===== src/rtl/mul_hilo_ctrl_pkg.sv =====
// Shared definitions for the HI/LO multiply sequencer: FSM encoding and the
// default multiplier latency used by the pipeline stall logic and the multiplier.
package mul_hilo_ctrl_pkg;

    typedef enum logic [1:0] {
        IDLE  = 2'd0,
        START = 2'd1,
        WAIT  = 2'd2,
        DONE  = 2'd3
    } state_t;

    // Clock edges from the mul_st-high edge until the multiplier product is final.
    localparam int MUL_LATENCY_DEF = 33;

endpackage


===== src/rtl/mul_hilo_ctrl_if.sv =====
// Pipeline-side and multiplier-side signals of the HI/LO multiply sequencer.
// Handshake: req is taken on a rising edge only while the sequencer is not busy.
interface mul_hilo_ctrl_if
    import mul_hilo_ctrl_pkg::*;
#(
    parameter int WIDTH = 16
);
    logic               req;
    logic               req_signed;
    logic [WIDTH-1:0]   op_a;
    logic [WIDTH-1:0]   op_b;
    logic               busy;
    logic               done;
    logic               mthi;
    logic               mtlo;
    logic [WIDTH-1:0]   wr_data;
    logic [WIDTH-1:0]   hi;
    logic [WIDTH-1:0]   lo;
    logic [WIDTH-1:0]   mul_a;
    logic [WIDTH-1:0]   mul_b;
    logic               mul_st;
    logic [2*WIDTH-1:0] mul_product;
    state_t             state;

    modport master (
        output req, req_signed, op_a, op_b, mthi, mtlo, wr_data, mul_product,
        input  busy, done, hi, lo, mul_a, mul_b, mul_st, state
    );

    modport slave (
        input  req, req_signed, op_a, op_b, mthi, mtlo, wr_data, mul_product,
        output busy, done, hi, lo, mul_a, mul_b, mul_st, state
    );
endinterface


===== src/rtl/mul_hilo_ctrl_counter.sv =====
// Latency counter for the multiply sequencer: synchronous clear, count enable,
// and a terminal-count flag raised while the count equals MUL_LATENCY-1.
module mul_latency_counter #(
    parameter int MUL_LATENCY = 33
) (
    input  logic Clk,
    input  logic Reset,
    input  logic clear,
    input  logic enable,
    output logic tc
);
    localparam int CW = $clog2(MUL_LATENCY + 1);

    logic [CW-1:0] count;

    always_ff @(posedge Clk) begin
        if (!Reset) begin
            count <= '0;
        end else if (clear) begin
            count <= '0;
        end else if (enable) begin
            count <= count + CW'(1);
        end
    end

    assign tc = (count == CW'(MUL_LATENCY - 1));
endmodule


===== src/rtl/mul_hilo_ctrl.sv =====
// HI/LO register file and sequencer for an external fixed-latency multiplier.
// Optional signed multiply via magnitude/negate is enabled by SIGNED_MULT_EN.
module mul_hilo_ctrl
    import mul_hilo_ctrl_pkg::*;
#(
    parameter int WIDTH       = 16,
    parameter int MUL_LATENCY = MUL_LATENCY_DEF
) (
    input  logic           Clk,
    input  logic           Reset,
    mul_hilo_ctrl_if.slave bus
);
    state_t             state;
    state_t             state_next;
    logic               accept;
    logic               tc;
    logic [WIDTH-1:0]   hi;
    logic [WIDTH-1:0]   lo;
    logic [WIDTH-1:0]   mul_a;
    logic [WIDTH-1:0]   mul_b;
    logic [WIDTH-1:0]   load_a;
    logic [WIDTH-1:0]   load_b;
    logic [2*WIDTH-1:0] result;

    assign accept = bus.req && ((state == IDLE) || (state == DONE));

    always_ff @(posedge Clk) begin
        if (!Reset) begin
            state <= IDLE;
        end else begin
            state <= state_next;
        end
    end

    always_comb begin
        state_next = state;
        case (state)
            IDLE:    if (accept) state_next = START;
            START:   state_next = WAIT;
            WAIT:    if (tc) state_next = DONE;
            DONE:    state_next = accept ? START : IDLE;
            default: state_next = IDLE;
        endcase
    end

    mul_latency_counter #(
        .MUL_LATENCY (MUL_LATENCY)
    ) u_counter (
        .Clk    (Clk),
        .Reset  (Reset),
        .clear  (state == START),
        .enable (state == WAIT),
        .tc     (tc)
    );

`ifdef SIGNED_MULT_EN
    logic neg;
    logic neg_next;

    // Signed requests send magnitudes to the unsigned multiplier; the sign is reapplied at capture.
    always_comb begin
        load_a   = (bus.req_signed && bus.op_a[WIDTH-1]) ? (~bus.op_a + WIDTH'(1)) : bus.op_a;
        load_b   = (bus.req_signed && bus.op_b[WIDTH-1]) ? (~bus.op_b + WIDTH'(1)) : bus.op_b;
        neg_next = bus.req_signed && (bus.op_a[WIDTH-1] ^ bus.op_b[WIDTH-1]);
        result   = neg ? (~bus.mul_product + (2*WIDTH)'(1)) : bus.mul_product;
    end

    always_ff @(posedge Clk) begin
        if (!Reset) begin
            neg <= 1'b0;
        end else if (accept) begin
            neg <= neg_next;
        end
    end
`else
    logic unused_req_signed;

    always_comb begin
        load_a            = bus.op_a;
        load_b            = bus.op_b;
        result            = bus.mul_product;
        unused_req_signed = bus.req_signed;
    end
`endif

    // Capture only happens in WAIT, where writes are gated off, so the two never collide.
    always_ff @(posedge Clk) begin
        if (!Reset) begin
            hi    <= '0;
            lo    <= '0;
            mul_a <= '0;
            mul_b <= '0;
        end else begin
            if (accept) begin
                mul_a <= load_a;
                mul_b <= load_b;
            end
            if ((state != START) && (state != WAIT)) begin
                if (bus.mthi) hi <= bus.wr_data;
                if (bus.mtlo) lo <= bus.wr_data;
            end
            if ((state == WAIT) && tc) begin
                hi <= result[2*WIDTH-1:WIDTH];
                lo <= result[WIDTH-1:0];
            end
        end
    end

    assign bus.busy   = (state == START) || (state == WAIT);
    assign bus.done   = (state == DONE);
    assign bus.mul_st = (state == START);
    assign bus.hi     = hi;
    assign bus.lo     = lo;
    assign bus.mul_a  = mul_a;
    assign bus.mul_b  = mul_b;
    assign bus.state  = state;
endmodule


===== src/flat_wrapper.sv =====
// flat-port wrapper written by rule: the top's interface ports become plain ports
module mul_hilo_ctrl_flat import mul_hilo_ctrl_pkg::*;
#(
    parameter int WIDTH       = 16,
    parameter int MUL_LATENCY = MUL_LATENCY_DEF
)
  (Clk, Reset, bus_req, bus_req_signed, bus_op_a, bus_op_b, bus_mthi, bus_mtlo, bus_wr_data, bus_mul_product, bus_busy, bus_done, bus_hi, bus_lo, bus_mul_a, bus_mul_b, bus_mul_st, bus_state);
  mul_hilo_ctrl_if #(.WIDTH(WIDTH)) bus_i ();
  input  logic Clk;
  input  logic Reset;
  input wire logic [$bits(bus_i.req)-1:0] bus_req;
  input wire logic [$bits(bus_i.req_signed)-1:0] bus_req_signed;
  input wire logic [$bits(bus_i.op_a)-1:0] bus_op_a;
  input wire logic [$bits(bus_i.op_b)-1:0] bus_op_b;
  input wire logic [$bits(bus_i.mthi)-1:0] bus_mthi;
  input wire logic [$bits(bus_i.mtlo)-1:0] bus_mtlo;
  input wire logic [$bits(bus_i.wr_data)-1:0] bus_wr_data;
  input wire logic [$bits(bus_i.mul_product)-1:0] bus_mul_product;
  output wire logic [$bits(bus_i.busy)-1:0] bus_busy;
  output wire logic [$bits(bus_i.done)-1:0] bus_done;
  output wire logic [$bits(bus_i.hi)-1:0] bus_hi;
  output wire logic [$bits(bus_i.lo)-1:0] bus_lo;
  output wire logic [$bits(bus_i.mul_a)-1:0] bus_mul_a;
  output wire logic [$bits(bus_i.mul_b)-1:0] bus_mul_b;
  output wire logic [$bits(bus_i.mul_st)-1:0] bus_mul_st;
  output wire logic [$bits(bus_i.state)-1:0] bus_state;
  assign bus_i.req = bus_req;
  assign bus_i.req_signed = bus_req_signed;
  assign bus_i.op_a = bus_op_a;
  assign bus_i.op_b = bus_op_b;
  assign bus_i.mthi = bus_mthi;
  assign bus_i.mtlo = bus_mtlo;
  assign bus_i.wr_data = bus_wr_data;
  assign bus_i.mul_product = bus_mul_product;
  assign bus_busy = bus_i.busy;
  assign bus_done = bus_i.done;
  assign bus_hi = bus_i.hi;
  assign bus_lo = bus_i.lo;
  assign bus_mul_a = bus_i.mul_a;
  assign bus_mul_b = bus_i.mul_b;
  assign bus_mul_st = bus_i.mul_st;
  assign bus_state = bus_i.state;
  mul_hilo_ctrl #(.WIDTH(WIDTH), .MUL_LATENCY(MUL_LATENCY)) u_core (.Clk(Clk), .Reset(Reset), .bus(bus_i));
endmodule

===== config.mk =====
export PLATFORM = sky130hd
export DESIGN_NAME = mul_hilo_ctrl_flat
export DESIGN_NICKNAME = d
export VERILOG_FILES = /design/src/rtl/mul_hilo_ctrl_pkg.sv /design/src/rtl/mul_hilo_ctrl_if.sv /design/src/rtl/mul_hilo_ctrl_counter.sv /design/src/rtl/mul_hilo_ctrl.sv /design/src/flat_wrapper.sv
export SDC_FILE = /design/constraint.sdc
export NUM_CORES = 1
export LEC_CHECK = 0
export CAP_MARGIN = 5
export CORE_ASPECT_RATIO = 0.5
export CORE_MARGIN = 8
export CORE_UTILIZATION = 38
export CTS_BUF_LIST = sky130_fd_sc_hd__clkbuf_4
export DETAILED_ROUTE_END_ITERATION = 8
export GPL_TIMING_DRIVEN = 0
export PLACE_DENSITY = 0.85
export SLEW_MARGIN = 20
export SYNTH_ARGS = -nofsm -noshare
export SYNTH_HDL_FRONTEND = slang
export SYNTH_SLANG_ARGS = --single-unit

===== constraint.sdc =====
create_clock -name Clk -period 1.7 [get_ports Clk]
set_input_delay 0.425 -clock Clk [delete_from_list [all_inputs] [get_ports Clk]]
set_output_delay 0.425 -clock Clk [all_outputs]
set_load 0.05 [all_outputs]

==> qor.yml <==
status: "complete, but fails checks"
violations: "negative setup slack"
synthTopCellsByCount: "100 x nand2_1, 72 x dfxtp_1, 33 x a21boi_0, 33 x mux2i_1, 32 x o211a_1"
clockBufferDepth: 2
finClkSkew_ps: 15.49
drive_above_1_share: 0.2344
die_w_um: 145.4
cellPowerDensity_nw_per_um2: 1332
p_leak_nw: 2.363
avgSynthCellArea_um2: 9.438
clk_pin_slew_ps: 110
die_area_um2: 11730
syn_inst: 337
crit_chain: "inv_4 -> ha_4 -> buf_8"
crit_slowest_cell: "dfxtp_4"
cts_root_buffer: "clkbuf_4"
dr.pass1.iters: 4
syn_nets: 430
worst_slew_pin_slew_ps: 517.3
synth_cell_types: 26
detail_route.wl_per_cell_um: 15.69
start_kind: "register"
max_freq_mhz: 574.9
start_util: 0.3947
nets: 601
cts_buffers: 9
fin_hold_ws_ps: 469.8
grt_pass1_wl_um: 15270
tns_ps: -39.31
end_kind: "output pin"
slew_headroom: 0.6551
cap_violations: 0
io_buffer_count: 152
gp_congestion: 0.7235
post-place-ws_ps: -267.3
async_flop_share: 0
ys_seq_area_frac: 0.4532
hold_class: "register to register"
period_share: 1.023
synth_fa_ha_area_frac: 0.02754
yosys_warnings: 0
antenna_cells: 0
syn2layout_area_growth_pct: 64.67
setup_viol: 1
clkLatencyLatePin_ps: 420
vias: 2928
core_area_um2: 8058
grt_max_degree: 12
final_cells: 624
arrival_ps: 1310
cts_max_level: 3
synth.area.top_cells: "dfxtp_1 45%, nand2_1 12%, mux2i_1 10%"
overflow: 0
min-delay-start: "u_core.bus.mul_b[1]$_SDFFE_PN0P_"
r2r_end: "u_core.bus.lo[11]$_SDFFE_PN0P_"
r2r_slack_ps: 70
post-place-cells: 601
synth_ff_type: "dfxtp_1"
r2r_start: "u_core.bus.state[1]$_SDFFE_PN0P_"
synth_area_um2: 3181
max_stage_delay_ps: 400
rsz0062_at_grt: "true"
cts_hold_buf: 0
path_max_fanout: 6
r2r_cells: 8
synth_top_family_by_area: "compound AO/OA/AOI/OAI gates"
dp_hpwl_um: 7331
io_pins: 155
synth_edf_count: 0
cts.sink_count: 72
yosysMostFrequentCell: "nand2_1"
rows: 23
ir_drop_mv: 0.5909
wirelength_um: 9791
synth-compound-area-share: 0.1908
endpoint: "bus_busy"
grt_use_total: 0.1629
antenna_left: 0
startpoint: "u_core.bus.state[0]$_SDFFE_PN0P_"
hold_viol_final: 0
worst-endpoint-required_ps: 1270
fin_ws_ps: -39.31
synth_top_area_share: 0.4532
ys_ff_latch: 72
synth_area_leader_cell: "dfxtp_1"
synth-simple-area-share: 0.1577
fp.dieH_um: 80.69
synth-xor-area-share: 0.01101
finalCriticalPeriod_ps: 1739
initialDrtViolationCount: 151
antenna_found_initial: 0
fillCellCount: 670
drc: 0
path_class: "register to output pin"
slew_violations: 0
grt_pass1_vias: 2991
vias_per_cell: 4.692
muxShareOfSynthArea: 0.1039
p_total_mw: 6.975
tritoncts: "yes"
flip-flops by register name (all words and copies together) (netlist names):
signal                  flops
u_core.bus.mul_a           16
u_core.u_counter.count      6
u_core.bus.hi              16
u_core.bus.lo              16
u_core.bus.mul_b           16
u_core.bus.state            2
metrics by stage:
step,instance area [um2],util
after floorplan,3226,-
after global placement,4887,0.6065
after global routing,5238,0.6500
after detailed placement,4887,0.6065
final,5238,0.6500
after CTS,5171,0.6418
worst max-delay path: cells and delay by family, from the launching register on:
| family | cells | cell delay, ps |
|---|---|---|
| buffers and inverters | 2 | 200 |
| adder cells (fa/ha/maj) | 1 | 300 |
| flip-flops | 1 | 400 |
repair_timing:
item                       in CTS  in global routing
setup endpoints to repair      98                 40
cloned                          0                  1
setup buffers                   5                  2
resized for setup             224                 12
pin swaps                       1                  7
power breakdown:
group / internal (mW) / switching (mW) / total [mW] / leakage, nW
logic: 1.48 / 2.14 / 3.62 / 1.68
registers: 1.99 / 0.166 / 2.15 / 0.592
clock network: 0.618 / 0.588 / 1.21 / 0.0867
total: 4.09 / 2.89 / 6.97 / 2.36
cells by family (layout without fill, tap and decap cells):
family | count (synthesis) | count (layout)
mux | 33 | 33
buf+inv | 32 | 207
compound gates | 71 | 71
xor+xnor | 4 | 4
fa+ha+maj | 7 | 7
flops | 72 | 72
simple gates | 118 | 118
final cells by class:
cell class | instances | area (um2) | area share
Timing Repair Buffer | 160 | 1689 | 0.3225
Multi-Input combinational cell | 233 | 1580 | 0.3017
Sequential cell | 72 | 1449 | 0.2766
Buffer | 26 | 198.9 | 0.03798
Tap cell | 112 | 140.1 | 0.02676
Clock buffer | 11 | 82.58 | 0.01577
Clock inverter | 4 | 70.07 | 0.01338
Inverter | 6 | 27.53 | 0.005256
per-layer routing:
metal	up-vias	GRT usage	wire length [um]
met5	-	0	0
met4	0	0.04634	93
met3	9	0.07287	799
met2	93	0.2949	4877
met1	1339	0.1719	4020
li1	1487	-	-
cells in the final DEF, fill, tap and decap left out, drive strengths merged, types with 6 or more instances in the layout:
cell type and count:
clkdlybuf4s50 83, nand2 100, clkdlybuf4s15 66, clkbuf 26, inv 6, ha 7, dfxtp 72, a21boi 33
mux2i 33, buf 22, o211a 32
worst min-delay path by stage:
stage          cells after the start                                     end  slack, ps
6_report                           2        u_core.bus.mul_b[1]$_SDFFE_PN0P_        470
5_1_grt                            2        u_core.bus.mul_b[5]$_SDFFE_PN0P_        490
4_1_cts                            2        u_core.bus.mul_b[5]$_SDFFE_PN0P_        470
3_5_place_dp                       2        u_core.bus.mul_b[5]$_SDFFE_PN0P_        460
3_3_place_gp                       2       u_core.bus.mul_b[12]$_SDFFE_PN0P_        450
2_1_floorplan                      2  u_core.u_counter.count[5]$_SDFFE_PP0P_        460
No activity file was read; power rests on OpenSTA's default activity.
==> patch 1: new RTL, same flow settings <==
The option `SIGNED_MULT_EN` is turned on by a define.
--- a/src/rtl/mul_hilo_ctrl.sv
+++ b/src/rtl/mul_hilo_ctrl.sv
@@ -2,2 +2,4 @@
 // Optional signed multiply via magnitude/negate is enabled by SIGNED_MULT_EN.
+`define SIGNED_MULT_EN
+
 module mul_hilo_ctrl
Behaviour: not the same (Yosys sat finds a counterexample within 4 cycles, from zero or initial values and one cycle with Reset low).
==> patch 1 against the unedited design <==
The run still ends with negative setup slack left. Cell area is 40% higher. Register-to-register slack lost 0.38 ns. Sequential cell count up 1. Global-route usage increased by 5.0 points. Worst setup slack worse by 0.44 ns. Synthesized area rose by 37%. Largest power group unchanged. Wire length grew 85%. Power grew 28%.
==> patch 1: results (changes against the unedited design) <==
first_global_vias: 5127  # +71%
outcome: "finished with violations"
clk_latency_ns: 0.46  # +0.04 ns
relSlewSlack_pct: 54.9  # -11 points
ir_drop_uv: 532  # -9.9%
slowest_stage: "or4_4"
postSynthCellCount: 500  # +48%
cts_resized: 373  # +67%
dp.cells: 798  # +33%
fin_hold_ws_ns: 0.278  # -0.192 ns
min_to: "u_core.bus.mul_b[9]$_SDFFE_PN0P_"
grt_first_pass_wirelength_mm: 26.6  # +74%
netlist-cell-type-count: 51  # +96%
fin_setup_tns_ns: -7.45  # -7.41 ns
sequentialPowerShare_pct: 26.8  # -4.0 points
min_from: "bus_op_b[9]"
power.leakage_nw: 2.67  # +13%
track_usage_pct: 21.3  # +5.0 points
io_buffers: 153  # +0.66%
yosysSeqAreaShare_pct: 33.7  # -12 points
preCtsSetupSlack_ns: -1.26  # -0.989 ns
reg2reg_slack_ns: -0.31  # -0.38 ns
drtIter0Drc: 256  # +70%
violations: "negative setup slack"
drive_above_1_share_pct: 37.3  # +14 points
cts_setup_buffers: 23  # +18
cp.arrival_ns: 2.51  # +1.20 ns
synth_area_leaders: "dfxtp_1, a211oi_1, xor2_1, xnor2_1, mux2i_1"
place.gp.congestion: 0.896  # +24%
min_path_cells: 3  # +1
routedWlPerCell_um: 21.3  # +36%
worst_r2r_endpoint: "u_core.bus.hi[9]$_SDFFE_PN0P_"
crit_path_max_incr_delay_ns: 0.55  # +0.15 ns
r2r_start: "u_core.bus.state[0]$_SDFFE_PN0P_"
drt_pass1_iterations: 5  # +1
place_hpwl_mm: 11.8  # +61%
finalSetupViolations: 29  # +28
wl_mm: 18.2  # +85%
yosys-top-cells-count: "dfxtp_1, nor2_1, a211oi_1, nand2_1"
skew_ns: 0.0182  # +0.00272 ns
grt_max_degree: 15  # +3
worst_hold_path_type: "input port to flop"
setup_slack_ns: -0.484  # -0.445 ns
reg2reg_depth: 7  # -1
vias: 4896  # +67%
clkTransAtPathRegs_ns: 0.14  # +0.03 ns
p_comb_share_pct: 61.6  # +9.7 points
place_area_um2: 6270  # +28%
netSwitchingFraction_pct: 48.2  # +6.8 points
## patch 1: how the worst max path moves through the flow
stage	start	to	slack (ns)	depth (start not counted)
finish	bus_mul_product[19]	u_core.bus.hi[9]$_SDFFE_PN0P_	-0.48	8
global route	bus_mul_product[3]	u_core.bus.hi[15]$_SDFFE_PN0P_	-0.53	6
CTS	bus_mul_product[3]	u_core.bus.hi[15]$_SDFFE_PN0P_	-0.36	6
detailed placement	bus_mul_product[10]	u_core.bus.hi[14]$_SDFFE_PN0P_	-1.26	8
global placement	bus_mul_product[10]	u_core.bus.hi[14]$_SDFFE_PN0P_	-1.23	8
floorplan	bus_mul_product[6]	u_core.bus.hi[7]$_SDFFE_PN0P_	-0.61	6
## patch 1: final cells by class
cell class,count,area (µm²)
clock buffers,9,67.6
well taps,145,181
clock inverters,7,53.8
repair buffers,196,1980
plain buffers,29,259
inverters,15,68.8
fillers,832,3730
flip-flops and latches,73,1470
multi-input cells,378,3280
## patch 1: cell families (layout without fill, tap and decap cells)
logic type	count (synthesis)	in the layout	share of synthesized area, %
AOI/OAI and AO/OA	141	141	24.1
xor gates and xnor gates	55	55	11.1
adders and majority gates	9	9	2.59
buffers and inverters	49	256	4.67
DFF	73	73	33.7
muxes	27	27	6.46
and+or+nand+nor	146	146	17.4
## patch 1: critical path: cells and delay by family
kind,cells,cell delay (ns)
simple gates,2,1.09
buf+inv,3,0.44
compound gates,2,0.31
xor+xnor,1,0.24
## patch 1: per-layer routing
metal	wire length, µm	share of wire, %	GRT usage [%]	vias to the layer above
met5	0	0	0	-
met4	920	5.1	12.1	0
met3	1100	6.1	5.83	76
met2	9000	50	38.8	216
met1	7140	39	22.2	2360
li1	-	-	-	2244
==> patch 2: new RTL, same settings <==
Made on the original files. `MUL_LATENCY_DEF`: 33 -> 66.
--- a/src/rtl/mul_hilo_ctrl_pkg.sv
+++ b/src/rtl/mul_hilo_ctrl_pkg.sv
@@ -12,3 +12,3 @@
     // Clock edges from the mul_st-high edge until the multiplier product is final.
-    localparam int MUL_LATENCY_DEF = 33;
+    localparam int MUL_LATENCY_DEF = 66;
 
Formal check against the unedited RTL: no difference found for any inputs over 10 cycles, from zero or initial values and one cycle with Reset low; that may be too few to reach the edited logic, so the function may still have changed.
==> patch 2 against the unedited design <==
Power up 6.9%. Synthesized area up 1.3%. Worst setup slack about the same. Fmax about the same. Highest routed layer unchanged. Sequential share of layout area up 0.24 points. Critical path depth unchanged. Cell area up 0.53%. Critical endpoint unchanged. Worst hold slack worse by 0.011 ns. The flow still finishes with violations (negative setup slack). Clock power down 13%. Count of clock-buffer cells in the layout down 2. Sequential cell count up 1. Wire length up 5.6%.
==> patch 2: results (changes against the unedited design) <==
detail_route.wirelength.met1_mm: 4.26  # +6.1%
ir_drop_uv: 598  # +1.2%
io_buffers: 153  # +0.66%
yosysSeqAreaShare_pct: 45.4  # about the same
fin_nets: 605  # +0.67%
grt_first_pass_wirelength_mm: 15.9  # +3.8%
track_usage_pct: 16.8  # +0.51 points
place_hpwl_mm: 7.65  # +4.4%
viasPerCell: 4.86  # +3.6%
violations: "negative setup slack"
netlist-cell-type-count: 29  # +12%
preCtsSetupSlack_ns: -0.348  # -0.0808 ns
synth_fa_ha_area_share_pct: 2.72  # -0.035 points
place.gp.congestion: 0.742  # +2.6%
finalSetupViolations: 3  # +2
drive_above_1_share_pct: 30.4  # +6.9 points
yosys-top-cells-count: "dfxtp_1, nand2_1, nor2_1, a21oi_1"
dr_wl_met2_mm: 5.37  # +10%
routedWlPerCell_um: 16.4  # +4.7%
outcome: "finished with violations"
synth_area_leaders: "dfxtp_1, a211oi_2, mux2i_1, nand2_1, a21oi_1"
drtIter0Drc: 95  # -37%
power.leakage_nw: 1.98  # -16%
setup_slack_ns: -0.0391  # +0.000239 ns
grt_max_degree: 13  # +1
patch 2: cell count changes after synthesis, moves of 2 or more:
cell      unedited run  this run
a21boi_0            33         0
a211oi_1             0         2
buf_4                2         4
nand2_1            100        67
clkbuf_1            14        11
nor2_1               5        38
a21oi_1              1        34
a211oi_2             0        32
o211a_1             32         0
inv_1                6         4
patch 2: report_power, final:
part	switching [mW]	leakage (nW)	internal [mW]	total, mW
Clock	0.613	0.0688	0.433	1.05
Sequential	0.206	0.600	2.07	2.28
Combinational	2.51	1.31	1.63	4.13
patch 2: per-stage QoR:
| stage | cell area (µm²) | power [mW] | instances | util (%) | setup TNS (ns) |
|---|---|---|---|---|---|
| after global placement | 4940 | 6.25 | 606 | 60.9 | -12.50 |
| after global routing | 5270 | 7.88 | 629 | 64.9 | -1.00 |
| final | 5270 | 7.46 | 629 | 64.9 | -0.0584 |
| after floorplan | 3270 | 5.06 | 341 | - | -0.0164 |
| after detailed placement | 4940 | 6.30 | 606 | 60.9 | -13.64 |
| after CTS | 5170 | 7.35 | 623 | 63.7 | -0.0812 |
patch 2: layout make-up:
type                            count  area [µm²]  share of cell area, %
Tap cell                          112         140                   2.66
Buffer                             26         220                   4.18
Inverter                            4        20.0                  0.380
Sequential cell                    73        1470                   27.9
Timing Repair Buffer              161        1680                   31.8
Clock inverter                      7        60.1                   1.14
Clock buffer                        9        67.6                   1.28
Multi-Input combinational cell    237        1610                   30.6
patch 2: worst paths after layout:
path | start | endpoint | slack, ns | cells after the start
setup / recovery | u_core.bus.state[0]$_SDFFE_PN0P_ | bus_busy | -0.04 | 3
hold / removal | u_core.bus.mul_b[11]$_SDFFE_PN0P_ | u_core.bus.mul_b[11]$_SDFFE_PN0P_ | 0.46 | 2
setup reg to reg | u_core.bus.state[0]$_SDFFE_PN0P_ | u_core.bus.lo[5]$_SDFFE_PN0P_ | -0.01 | 7
hold reg to reg | u_core.bus.mul_b[11]$_SDFFE_PN0P_ | u_core.bus.mul_b[11]$_SDFFE_PN0P_ | 0.46 | 2
patch 2: worst max-delay path, stage by stage, from the launching register on:
cell     delay, ns
dfxtp_4       0.39
inv_4         0.05
ha_4          0.30
buf_8         0.15
patch 2: what timing repair did:
action,4_1_cts,5_1_grt
endpoints found under the hold margin,0,0
gates resized for setup,223,17
buffers inserted,1,6
gates cloned,0,1
endpoints found under the setup margin,99,58
pin swaps,1,2
patch 2: metal layers:
metal  track usage [%]  up-vias
li1                  -     1509
met1              18.1     1454
met3              6.04       13
met2              31.2       83
met4              4.99        0
met5                 0        -
